### src/rtl/alu_arbiter.sv
// alu_arbiter: shares one combinational ALU between two valid/ready requesters; define ALU_ARB_RR_EN for round-robin grants (default: requester 0 has fixed priority)
module alu #(
  parameter int WIDTH = 32,
  parameter int SELW  = 4
) (
  input  logic [WIDTH-1:0] a,
  input  logic [WIDTH-1:0] b,
  input  logic [SELW-1:0]  sel,
  output logic [WIDTH-1:0] c
);
  localparam int SHW = $clog2(WIDTH);
  logic [SHW-1:0] w_sh;
  assign w_sh = b[SHW-1:0];
  always_comb begin
    c = '0;
    case (sel)
      4'd0:  c = a + b;
      4'd1:  c = a - b;
      4'd2:  c = a & b;
      4'd3:  c = a | b;
      4'd4:  c = a ^ b;
      4'd5:  c = ~(a | b);
      4'd6:  c = a << w_sh;
      4'd7:  c = a >> w_sh;
      4'd8:  c = $signed(a) >>> w_sh;
      4'd9:  c = {{(WIDTH-1){1'b0}}, $signed(a) < $signed(b)};
      4'd10: c = {{(WIDTH-1){1'b0}}, a < b};
      4'd11: c = a;
      4'd12: c = b;
      4'd13: c = ~a;
      4'd14: c = a + WIDTH'(1);
      default: c = ~(a & b);
    endcase
  end
endmodule

module alu_arbiter #(
  parameter int WIDTH = 32,
  parameter int SELW  = 4,
  parameter int CNTW  = 16
) (
  input  logic             clk,
  input  logic             rst,
  input  logic             req0_valid,
  output logic             req0_ready,
  input  logic [WIDTH-1:0] req0_a,
  input  logic [WIDTH-1:0] req0_b,
  input  logic [SELW-1:0]  req0_sel,
  input  logic             req1_valid,
  output logic             req1_ready,
  input  logic [WIDTH-1:0] req1_a,
  input  logic [WIDTH-1:0] req1_b,
  input  logic [SELW-1:0]  req1_sel,
  output logic             rsp0_valid,
  input  logic             rsp0_ready,
  output logic             rsp1_valid,
  input  logic             rsp1_ready,
  output logic [WIDTH-1:0] rsp_c,
  output logic             busy,
  output logic [CNTW-1:0]  ops_count
);
  typedef enum logic [1:0] {IDLE, EXEC, RESP} state_t;
  state_t            r_state, w_next;
  logic [WIDTH-1:0]  r_a, r_b, r_c, w_c;
  logic [SELW-1:0]   r_sel;
  logic              r_owner, r_last, r_rsp0, r_rsp1;
  logic [CNTW-1:0]   r_cnt;
  logic              w_idle, w_win, w_acc, w_ack;
  assign w_idle = r_state == IDLE;
`ifdef ALU_ARB_RR_EN
  assign w_win = req1_valid && (!req0_valid || !r_last);
`else
  // last grant is tracked in both builds; fixed priority masks it out
  assign w_win = req1_valid && !req0_valid && !(r_last & 1'b0);
`endif
  assign req0_ready = w_idle && !w_win && req0_valid;
  assign req1_ready = w_idle && w_win && req1_valid;
  assign w_acc      = req0_ready || req1_ready;
  assign w_ack      = r_owner ? rsp1_ready : rsp0_ready;
  assign rsp0_valid = r_rsp0;
  assign rsp1_valid = r_rsp1;
  assign rsp_c      = r_c;
  assign busy       = !w_idle;
  assign ops_count  = r_cnt;
  alu #(.WIDTH(WIDTH), .SELW(SELW)) u_alu (.a(r_a), .b(r_b), .sel(r_sel), .c(w_c));
  always_comb begin
    w_next = r_state;
    case (r_state)
      IDLE:    w_next = w_acc ? EXEC : IDLE;
      EXEC:    w_next = RESP;
      RESP:    w_next = w_ack ? IDLE : RESP;
      default: w_next = IDLE;
    endcase
  end
  always_ff @(posedge clk or posedge rst) begin
    if (rst) begin
      r_state <= IDLE;
      r_a     <= '0;
      r_b     <= '0;
      r_sel   <= '0;
      r_c     <= '0;
      r_owner <= 1'b0;
      r_last  <= 1'b1;
      r_rsp0  <= 1'b0;
      r_rsp1  <= 1'b0;
      r_cnt   <= '0;
    end else begin
      r_state <= w_next;
      if (w_acc) begin
        r_a     <= w_win ? req1_a : req0_a;
        r_b     <= w_win ? req1_b : req0_b;
        r_sel   <= w_win ? req1_sel : req0_sel;
        r_owner <= w_win;
        r_last  <= w_win;
      end
      if (r_state == EXEC) begin
        r_c    <= w_c;
        r_rsp0 <= !r_owner;
        r_rsp1 <= r_owner;
      end
      if (r_state == RESP && w_ack) begin
        r_rsp0 <= 1'b0;
        r_rsp1 <= 1'b0;
        r_cnt  <= r_cnt + CNTW'(1);
      end
    end
  end
endmodule

### config.mk
export PLATFORM = sky130hd
export DESIGN_NAME = alu_arbiter
export DESIGN_NICKNAME = d
export VERILOG_FILES = /design/src/rtl/alu_arbiter.sv
export SDC_FILE = /design/constraint.sdc
export NUM_CORES = 1
export LEC_CHECK = 0
export CORE_MARGIN = 3
export CORE_UTILIZATION = 43
export DETAILED_ROUTE_END_ITERATION = 16
export PLACE_DENSITY = 0.66
export SLEW_MARGIN = 20
export SYNTH_ARGS = -nofsm -noshare
export SYNTH_HDL_FRONTEND = slang
export SYNTH_SLANG_ARGS = --single-unit
### constraint.sdc
create_clock -name clk -period 12.1 [get_ports clk]
set_input_delay 1.815 -clock clk [delete_from_list [all_inputs] [get_ports clk]]
set_output_delay 1.815 -clock clk [all_outputs]
set_load 0.02 [all_outputs]
### Word level (Yosys, flattened, before mapping)

Index checks and enable logic that the tools add are counted.

* register bits after elaboration: 121
* input bits: 142
* output and inout bits: 53
* logic and storage cells: 66

* add/sub/neg operators: 4
* $lt $le $gt $ge: 2
* eq/ne operators: 16
* shifts and indexed selects: 3
* multiplexer cells: 12
* bitwise operators: 6
* reductions and logical operators: 14

Operators with widths (count)
* one-hot mux 32 bit (15 select lines): 1
* inverter 32 bit: 3
* less-than comparator 32 bit: 2
* 2-to-1 mux 32 bit: 2
* adder 32 x 1 -> 32 bit, second input constant: 1
* adder 32 bit: 1
* AND 32 bit: 1
* bitwise OR 32 bit: 1
* left shift 32 x 5 -> 32 bit: 1
* right shift 32 x 5 -> 32 bit: 1
* >>> shifter 32 x 5 -> 32 bit: 1
* subtractor 32 bit: 1
* bitwise XOR 32 bit: 1
* equality test 4 bit, second input constant: 7
* adder 16 x 1 -> 16 bit, second input constant: 1
* equality test 4 x 3 -> 1 bit, second input constant: 4
* equality test 4 x 2 -> 1 bit, second input constant: 2
* logical AND 1 bit: 6
* 2-to-1 mux 1 bit: 6
* one-hot mux 2 bit (3 select lines): 1
* equality test 4 x 1 -> 1 bit, second input constant: 1
* logical NOT 1 bit: 4
* logical NOT 4 bit: 1
* 2-to-1 mux 4 bit: 1
* 6 further kinds: 6

### Depth between registers and ports, before layout

* depth in word-level cells: 8
* depth in mapped cells: 17
* gate-level depth less buffers: 14

### Cells and area by module

Synthesis repeated with hierarchy kept, for this count alone.

* cell total of the unflattened synthesis: 2147
* area total of the unflattened synthesis: 15700.1 um2

By module, submodules not included
* alu: times used 1, cells an instance 1632, area each 10467.5 um2, seq. area each 0.0 um2
* alu_arbiter: times used 1, cells an instance 515, area each 5232.5 um2, seq. area each 3027.9 um2

### Worst setup path after synthesis

Ideal clock, no wire load.

* path kind: input-to-output
* start: in req1_valid
* end: out req1_ready
* arrival: 2368 ps
* data required time: 10285 ps
* path slack: 7917 ps
* cell stages on the path: 3
* buffers on the path: 1
* path through: nor2b_1 -> clkbuf_1 -> and2_1

* longest elaborated chain between the ends: 3

Ends and longest elaborated chain
* start: declaration: line 49 `input logic req1_valid,`
* logical AND 1 bit: line 74 `assign w_win = req1_valid && !req0_valid && !(r_last & 1'b0);`
* logical AND 1 bit: line 77 `assign req1_ready = w_idle && w_win && req1_valid;`
* logical AND 1 bit (*): line 77
* end: declaration: line 50 `output logic req1_ready,`

Mark *: on every way between the ends. The rest lies on a longest branch, timed or not.

### Final worst setup path

Same ends and word-level chain as after synthesis.

==> reports/metrics.cfg <==
[outcome]
status = complete, no violations

[die]
rows = 70
start_util = 0.439
coreArea_sq_um = 36800
ios = 195
die_area_sq_um = 39900
die_x_um = 200
die_h_um = 200

[routing]
via_per_inst = 6.66
wirelength_mm = 70.7
remaining_drc_errors = 0
vias = 17500
dr.pass1.iters = 7
wl_per_cell_um = 27.0
postRouteAntennaNets = 0
drt_iter0_drc = 2144

[placement]
dpl_cell_area_sq_um = 18300
gp_congestion = 1.03
portBuffers = 194
dp_hpwl_mm = 51.5

[synth]
yosys.cell_count.top_type = nand2_1
async_flop_share = 1.00
yosysTopAreaCellShare = 0.188
synth_area_sq_um = 16100
synth_fa_ha_area_frac = 0.103
synth_edf_count = 0
yosysTopAreaCell = dfrtp_1
synth_nets = 2336
synthXorXnorAreaFrac = 0.0282
ys_seq_elements = 121
synth_cells = 2063
synth_commonest_cells = 220 x nand2_1, 166 x o21ai_0, 165 x mux2i_1
yosys-mux-area-fraction = 0.170
synth_compound_area_frac = 0.271
ys.flop_type = dfrtp_1
synth-simple-area-share = 0.170
yosysUniqueCellTypes = 98
synthTopCellsByArea = dfrtp_1 19%, mux2i_1 10%, ha_1 10%
synth_top_family_by_area = compound AO/OA/AOI/OAI gates
synth-seq-area-share = 0.188
synth_warnings = 0
avgSynthCellArea_sq_um = 7.82

[sta]
finClkSkew_ns = 0.0174
finalHoldViolCount = 0
maxSlewViolCount = 0
rsz0062_at_grt = false
finalSetupViolations = 0
max_slew_margin = 0.189
period_needed_ns = 5.71
max_freq_mhz = 175
tightest_slew_ns = 1.21
setup_tns_ns = 0
finalCritPeriodShare = 0.472

[clocking]
cts_buffer_depth = 2
cts_made_buffers = 17
postCtsHoldBufs = 0
clk_pin_slew_ns = 0.07
cts_sinks = 121
cts_tree = built
postCtsSetupRepairBufs = 0
cts-root-buf = clkbuf_16
post_cts_resize_count = 0
worstSkewPairLatency_ns = 0.46
cts_htree_levels = 4

[setup_path]
arrival_ns = 3.90
critPathSlowestCell = nor2b_4
cp_num_cells = 4
critPathLaunchType = input port
r2r_setup_slack_ns = 7.18
critPathBufInv = 2
critPathLaunch = req1_valid
path_cells = clkdlybuf4s50_1 > nor2b_4 > and2_1 > clkdlybuf4s50_1
reg2reg_to = rsp_c[28]
end_kind = primary output
reg2reg_depth = 16
rr_startpoint = r_sel[1]
crit_path_end = req1_ready
critical_path.top_delay_family = buffers and inverters
critPathMaxStageDelay_ns = 0.67
critPathMaxFanout = 21
worstPathRequired_ns = 10.28
timing_worst_setup_path_type = in -> out
worst_path_most_repeated_cell = clkdlybuf4s50_1

[grt]
grt_max_degree = 98
grt_pass1_vias = 16500
track_usage = 0.347
antenna_found_initial = 1
overflow = 0
grt_pass1_wl_mm = 104

[layout]
syn_to_final_growth_pct = 16.8
fillers = 3616
drive_gt1_frac = 0.0818
fin_nets = 2411
postLayoutCellArea_sq_um = 18800

[run]
maxCapViolCount = 0

[min_path]
holdPathStages = 1
worstHoldPathType = reg -> reg

-- per-stage QoR --
stage          utilization  hold slack [ns]  std cells  setup WS [ns]
2_1_floorplan            -            0.475       2063           7.07
3_3_place_gp         0.497            0.459       2587           6.39
3_5_place_dp         0.497            0.471       2587           6.38
4_1_cts              0.512            0.488       2619           6.36
5_1_grt              0.512            0.510       2619           6.27
6_report             0.512            0.476       2621           6.39
-- state kept, by name (all words and copies together), names as in the netlist --
register and flops:
rsp0_valid 1, rsp1_valid 1, r_a 32, ops_count 16
r_b 32, r_state 2, r_sel 4, rsp_c 32
r_owner 1
-- final cells by class --
cell class                      instances  area [sq um]  share of cell area
Tap cell                              468           586              0.0311
Multi-Input combinational cell       1663         12000               0.638
Sequential cell                       121          3040               0.161
Inverter                              105           399              0.0212
Clock inverter                         15           153             0.00810
Antenna cell                            2          5.00            0.000266
Timing Repair Buffer                  230          2210               0.117
Clock buffer                           17           425              0.0226
-- worst register-to-register path: stages (launching register included) --
cell and delay (ns):
dfrtp_1 0.33, buf_4 0.42, nor2b_2 0.23, buf_4 0.40, nand3_1 0.29, nand2_1 0.14
ha_1 0.23, inv_1 0.08, fa_1 0.41, nand2b_1 0.20, a21o_1 0.22, a31oi_1 0.51
o21ai_1 0.22, o21ai_1 0.37, o211ai_1 0.21, mux2_2 0.33, o221a_1 0.22
-- how the worst min path moves through the flow --
| stage | start | end | slack [ns] |
|---|---|---|---|
| 2_1_floorplan | r_b[24] | r_b[24] | 0.48 |
| 3_3_place_gp | rsp_c[12] | rsp_c[12] | 0.46 |
| 3_5_place_dp | rsp_c[12] | rsp_c[12] | 0.47 |
| 4_1_cts | ops_count[15] | ops_count[15] | 0.49 |
| 5_1_grt | ops_count[15] | ops_count[15] | 0.51 |
| 6_report | ops_count[15] | ops_count[15] | 0.48 |
-- cell families (layout without fill, tap and decap cells) --
group                      count (synthesis)  count (layout)
AOI/OAI and AO/OA                        666             666
xor gates and xnor gates                  52              52
adders and majority gates                131             131
buffers and inverters                    279             367
DFF                                      121             121
muxes                                    226             226
other                                      0               2
and+or+nand+nor                          588             588
-- layer usage --
layer | global-route usage | part of all wire | up-vias
met5 | 0 | 0 | -
met4 | 0.188 | 0.059 | 0
met3 | 0.0779 | 0.10 | 237
met2 | 0.536 | 0.43 | 1160
met1 | 0.453 | 0.40 | 8266
li1 | - | - | 7799
-- cell usage in the layout (no fill, tap or decap), types with 20 or more instances in the layout --
master,netlist,final
a211oi_1,27,27
a21o_1,24,24
a21oi_1,164,164
a221oi_1,20,20
a31oi_1,48,48
buf_4,8,36
clkdlybuf4s50_1,0,194
dfrtp_1,121,114
ha_1,129,129
inv_1,101,100
mux2_2,25,25
mux2i_1,165,165
mux4_2,36,36
nand2_1,220,220
nand3_1,38,38
nor2_1,161,158
nor3_1,40,40
o211ai_1,24,24
o21ai_0,166,166
xnor2_1,35,35
Power is not shown: default switching activity piles up to over one toggle a cycle in this logic, so the estimate is an artifact.
==> edit 1: new RTL, config.mk and constraints unchanged <==
Remove the case item `4'd1` of the case on `sel`.
--- a/src/rtl/alu_arbiter.sv
+++ b/src/rtl/alu_arbiter.sv
@@ -15,7 +15,6 @@
     c = '0;
     case (sel)
       4'd0:  c = a + b;
-      4'd1:  c = a - b;
       4'd2:  c = a & b;
       4'd3:  c = a | b;
       4'd4:  c = a ^ b;
Check against the original RTL: not equivalent (Yosys sat finds a counterexample within 4 cycles, from zero or initial values and one cycle with rst high).
==> edit 1 against the unedited design <==
- non-clock buffer count decreased by 3
- critical endpoint is now rsp_c[26]
- sequential cell count unchanged
- final area fell by 8.9%
- area after synthesis decreased by 11%
- count of clock-buffer cells in the layout up 2
- critical path type is now reg -> reg
- worst setup slack improved by 530 ps
- highest routed layer unchanged
- first-iteration DRC count is 12% lower
- wire length decreased by 16%
- via count down 14%
- synthesized cell count is 14% lower
==> edit 1: results (changes against the unedited design) <==
- Slowest CP cell: o21ai_0
- Worst-path clk slew: around 60 ps
- Most used DFF post-synth: dfrtp_1
- Area share of fa/ha/maj cells after synthesis: 11.4% (+1.1 points)
- Mux contribution to synthesized area: 18.7% (+1.7 points)
- Port Buffers: 194 (unchanged)
- Worst EP arrival: 5490 ps (+1590 ps)
- Clock skew: 20.3 ps (+2.86 ps)
- Mean routed wirelength per cell: 25.3 um (-6.1%)
- Initial DRC Count: 1879 (-12%)
- Yosys cell types: 82 (-16%)
- Sequential area share after synthesis: 21.0% (+2.3 points)
- Via/cell ratio: 6.43 (-3.4%)
- Number of fill cells: 3153 (-13%)
- Proportion of layout cells with a drive suffix above 1: 7.89% (-0.29 points)
- Post-synth net total: 2049 (-12%)
- FFs w/ async S/R, synth: 100% (unchanged)
- First-pass GRT wire length: 89400 um (-14%)
- CP peak stage delay: 540 ps (-130 ps)
- Status: completed
- Post-synth top cells: nand2_1, o21ai_0, mux2i_1
- Top Family by Delay on Critical Path: compound AO/OA/AOI/OAI gates
- Relative slew margins: 23.8% (+4.9 points)
- Compound-cell area share of the yosys netlist: 24.8% (-2.3 points)
- Clk root buf: clkbuf_16
- Latest clock arrival within the worst-skew pair: 450 ps
- Largest family of logic cells by synthesized area: compound AO/OA/AOI/OAI gates
- GP Congestion: 1.00 (-2.6%)
- Max H-tree Level: 4 (unchanged)
- VDD IR max: around 0.21 mV
- Vias in the first global route: 14.3k (-13%)
- DP Wirelength: 43200 um (-16%)
- Via count: 15.0k (-14%)
- Avg Inst Size Synth: 8.10 sq um (+3.5%)
- Max FO, Critical Path: 40 (+90%)
- Overall Global Routing Usage: 32.6% (-2.1 points)
- Leak Pwr: around 7.3 nW
- Final setup TNS: 0 ps (unchanged)
- Post-Place Worst Slack: 7030 ps (+652 ps)
- Largest net degree at the start of global routing: 138 (+41%)
- # nets final: 2149 (-11%)
- PostCTS Resize Cnt: 0 (unchanged)
- CTS Buf Count: 17 (unchanged)
- Post-CTS Setup Inserts: 0 (unchanged)
- Maximum clock path buffer count: 2 (unchanged)
- Area contributors post-synth: dfrtp_1, ha_1, mux2i_1
- Post-Synth XOR/XNOR Area: 2.13% (-0.69 points)
- Drt first pass iters: 6 (-1)
- Min-Delay Path Class: reg -> reg
- Warnings from Yosys: 0 (unchanged)
- Initial antenna violation count: 1 (unchanged)
## edit 1: changes by cell type in the layout (fill, tap and decap cells not counted), moves of 9 or more
cell	unedited run	this run
xnor2_1	35	26
nor3_1	40	25
o211ai_1	24	15
inv_1	100	89
mux2i_1	165	149
nor2_1	158	134
a31oi_1	48	38
a21oi_1	164	126
mux4_1	0	10
nand3_1	38	25
nand2_1	220	205
## edit 1: area by class of cell
class / instances / area [sq um] / area share, %
sequential: 121 / 3040 / 17.7
tap: 442 / 553 / 3.22
inverter: 94 / 355 / 2.07
clock buffer: 19 / 443 / 2.58
timing repair buffer: 227 / 2200 / 12.8
multi-input combinational: 1416 / 10400 / 60.7
antenna: 1 / 2.50 / 0.0146
clock inverter: 12 / 165 / 0.962
## edit 1: worst paths after layout
check	from	slack, ps	cells past startpoint	end
setup / recovery	r_sel[1]	6920	18	rsp_c[26]
hold / removal	ops_count[15]	470	1	ops_count[15]
setup reg to reg	r_sel[1]	6920	18	rsp_c[26]
hold reg to reg	ops_count[15]	470	1	ops_count[15]
max in group asynchronous	rst	8740	3	r_b[0]
min in group asynchronous	rst	1900	2	r_a[20]
## edit 1: routing by layer
layer	part of all wire, %	GRT usage (%)
met1	42	45.7
met2	42	47.7
met3	12	9.28
met4	4.0	12.5
met5	0	0
## edit 1: cells by family after synthesis
family | after synthesis
muxes | 210
adders and majority gates | 130
DFF | 121
xor gates and xnor gates | 35
buffers and inverters | 240
AOI/OAI and AO/OA | 555
and+or+nand+nor | 486
## edit 1: stage by stage
stage | instance area (sq um) | util [%]
3_5_place_dp | 16500 | 50.5
5_1_grt | 17200 | 52.4
3_3_place_gp | 16500 | 50.5
2_1_floorplan | 14400 | -
4_1_cts | 17100 | 52.3
6_report | 17200 | 52.4
## edit 1: where the power goes
group	switching, mW	leakage (nW)	internal [mW]
clock network	0.221	0.299	0.332
logic	2.63	5.53	1.61
registers	0.413	1.49	0.583
==> edit 2: new RTL, same flow settings <==
Without the edit above. Build with the macro `ALU_ARB_RR_EN` defined.
--- a/src/rtl/alu_arbiter.sv
+++ b/src/rtl/alu_arbiter.sv
@@ -1,4 +1,6 @@
 // alu_arbiter: shares one combinational ALU between two valid/ready requesters; define ALU_ARB_RR_EN for round-robin grants (default: requester 0 has fixed priority)
+`define ALU_ARB_RR_EN
+
 module alu #(
   parameter int WIDTH = 32,
   parameter int SELW  = 4
Function: changed (a bounded check fails within 4 cycles, from zero or initial values and one cycle with rst high).
==> edit 2 against the unedited design <==
- wire length down 0.16%
- area after synthesis decreased by 3.2%
- sequential share of layout area increased by 0.53 points
- critical path depth did not move
- die area decreased by 3.1%
- worst setup slack worse by 180 ps
- first-iteration DRC count down 9.0%
- synthesized cell count grew 1.0%
- final area fell by 2.4%
- sequential cell count up 1
Power is not shown: default switching activity piles up to over one toggle a cycle in this logic, so the estimate is an artifact.
==> edit 2: results (changes against the unedited design) <==
- Initial DRC Count: 1951 (-9.0%)
- Yosys cell types: 92 (-6.1%)
- DP Wirelength: 52800 um (+2.6%)
- Reg2Reg Depth: 13 (-3)
- Met3 WL: 6030 um (-18%)
- Seq area share: 16.7% (+0.53 points)
- R2r setup slk: 7370 ps (+190 ps)
- Avg Inst Size Synth: 7.49 sq um (-4.2%)
- Overall Global Routing Usage: 35.5% (+0.76 points)
- Initial antenna violation count: 3 (+2)
- Placed Cells: 2624 (+1.4%)
- Sequential area share after synthesis: 19.6% (+0.79 points)
- Synth Register Bits: 122 (+0.83%)
- CP peak stage delay: 870 ps (+200 ps)
- Fin cells: 2656 (+1.3%)
- Design area: 18400 sq um (-2.4%)
- Fin crit share: 48.7% (+1.5 points)
- Met2 WL: 31000 um (+0.75%)
- Min-Delay Path Class: reg -> reg
- Worst Setup EP: req1_ready
- Number of fill cells: 3514 (-2.8%)
- Status: completed
- Maximum clock path buffer count: 2 (unchanged)
- Non-clk bufs: 231 (+0.43%)
- Largest net degree at the start of global routing: 94 (-4.1%)
- First-pass GRT wire length: 104000 um (+0.21%)
- Drt first pass iters: 7 (unchanged)
- Clock skew: 15.9 ps (-1.50 ps)
- Latest clock arrival within the worst-skew pair: 470 ps
- Multi-input gate share of the layout cell area: 62.8% (-0.99 points)
- # rows: 69 (-1.4%)
- Post-Place Worst Slack: 6190 ps (-191 ps)
- Via count: 17.3k (-1.0%)
- R2R Path End: rsp_c[29]
- Number of inserted diodes: 0 (-2)
- Relative slew margins: 26.9% (+7.9 points)
- Worst-path clk slew: 70 ps (about the same)
- Post-synth top cells: a21oi_1, nor2_1, nand2_1
- Max Used Layer: met5
- Multi-input gate count: 1703 (+2.4%)
- Signal inverters: 107 (+1.9%)
- GRT met3 Usage: 6.56% (-1.2 points)
- # nets final: 2455 (+1.8%)
- Met1 WL: 29600 um (+4.1%)
- Max H-tree Level: 4 (unchanged)
- Post-synth net total: 2357 (+0.90%)
- FFs w/ async S/R, synth: 100% (unchanged)
- Area contributors post-synth: dfrtp_1, ha_1, mux2i_1
- Slowest CP cell: a21boi_4
- M1 GR Usage: 47.5% (+2.2 points)
- Signal buf overhead: 12.1% (+0.33 points)
- Proportion of layout cells with a drive suffix above 1: 6.38% (-1.8 points)
- Mean routed wirelength per cell: 26.6 um (-1.5%)
- Met2 GRT Util: 54.9% (+1.3 points)
- Clk root buf: clkbuf_16
- Vias in the first global route: 16.4k (-0.72%)
- Worst EP arrival: 4080 ps (+180 ps)
- Clk cell area share: 3.11% (+0.048 points)
- GP Congestion: 1.04 (+1.3%)
- Max FO, Critical Path: 25 (+19%)
edit 2: changes by cell type after synthesis, sizes merged, moves of 9 or more:
cell    unedited run  this run
a221oi            20        29
a21oi            165       263
xnor2             35        44
nor2             161       232
nand2            220       185
mux4              36         9
clkbuf           109        86
o21ai            171       147
o211ai            24        15
edit 2: how the worst min path moves through the flow:
stage,startpoint,end,slack [ps],depth (start not counted)
floorplan,r_last,r_last,460,2
global placement,ops_count[15],ops_count[15],460,1
detailed placement,rsp_c[1],rsp_c[1],470,1
CTS,rsp_c[2],rsp_c[2],480,1
global route,rsp_c[3],rsp_c[3],500,1
finish,rsp_c[2],rsp_c[2],480,1
edit 2: cells by family after synthesis:
logic type,share of synthesized area [%]
mux,12.8
fa+ha+maj,10.6
simple gates,16.8
flops,19.6
compound gates,30.0
buf+inv,6.78
xor+xnor,3.42
edit 2: critical path: cells and delay by family:
family | cells | cell delay [ps]
AOI/OAI and AO/OA | 1 | 870
buffers and inverters | 2 | 1120
and+or+nand+nor | 1 | 280
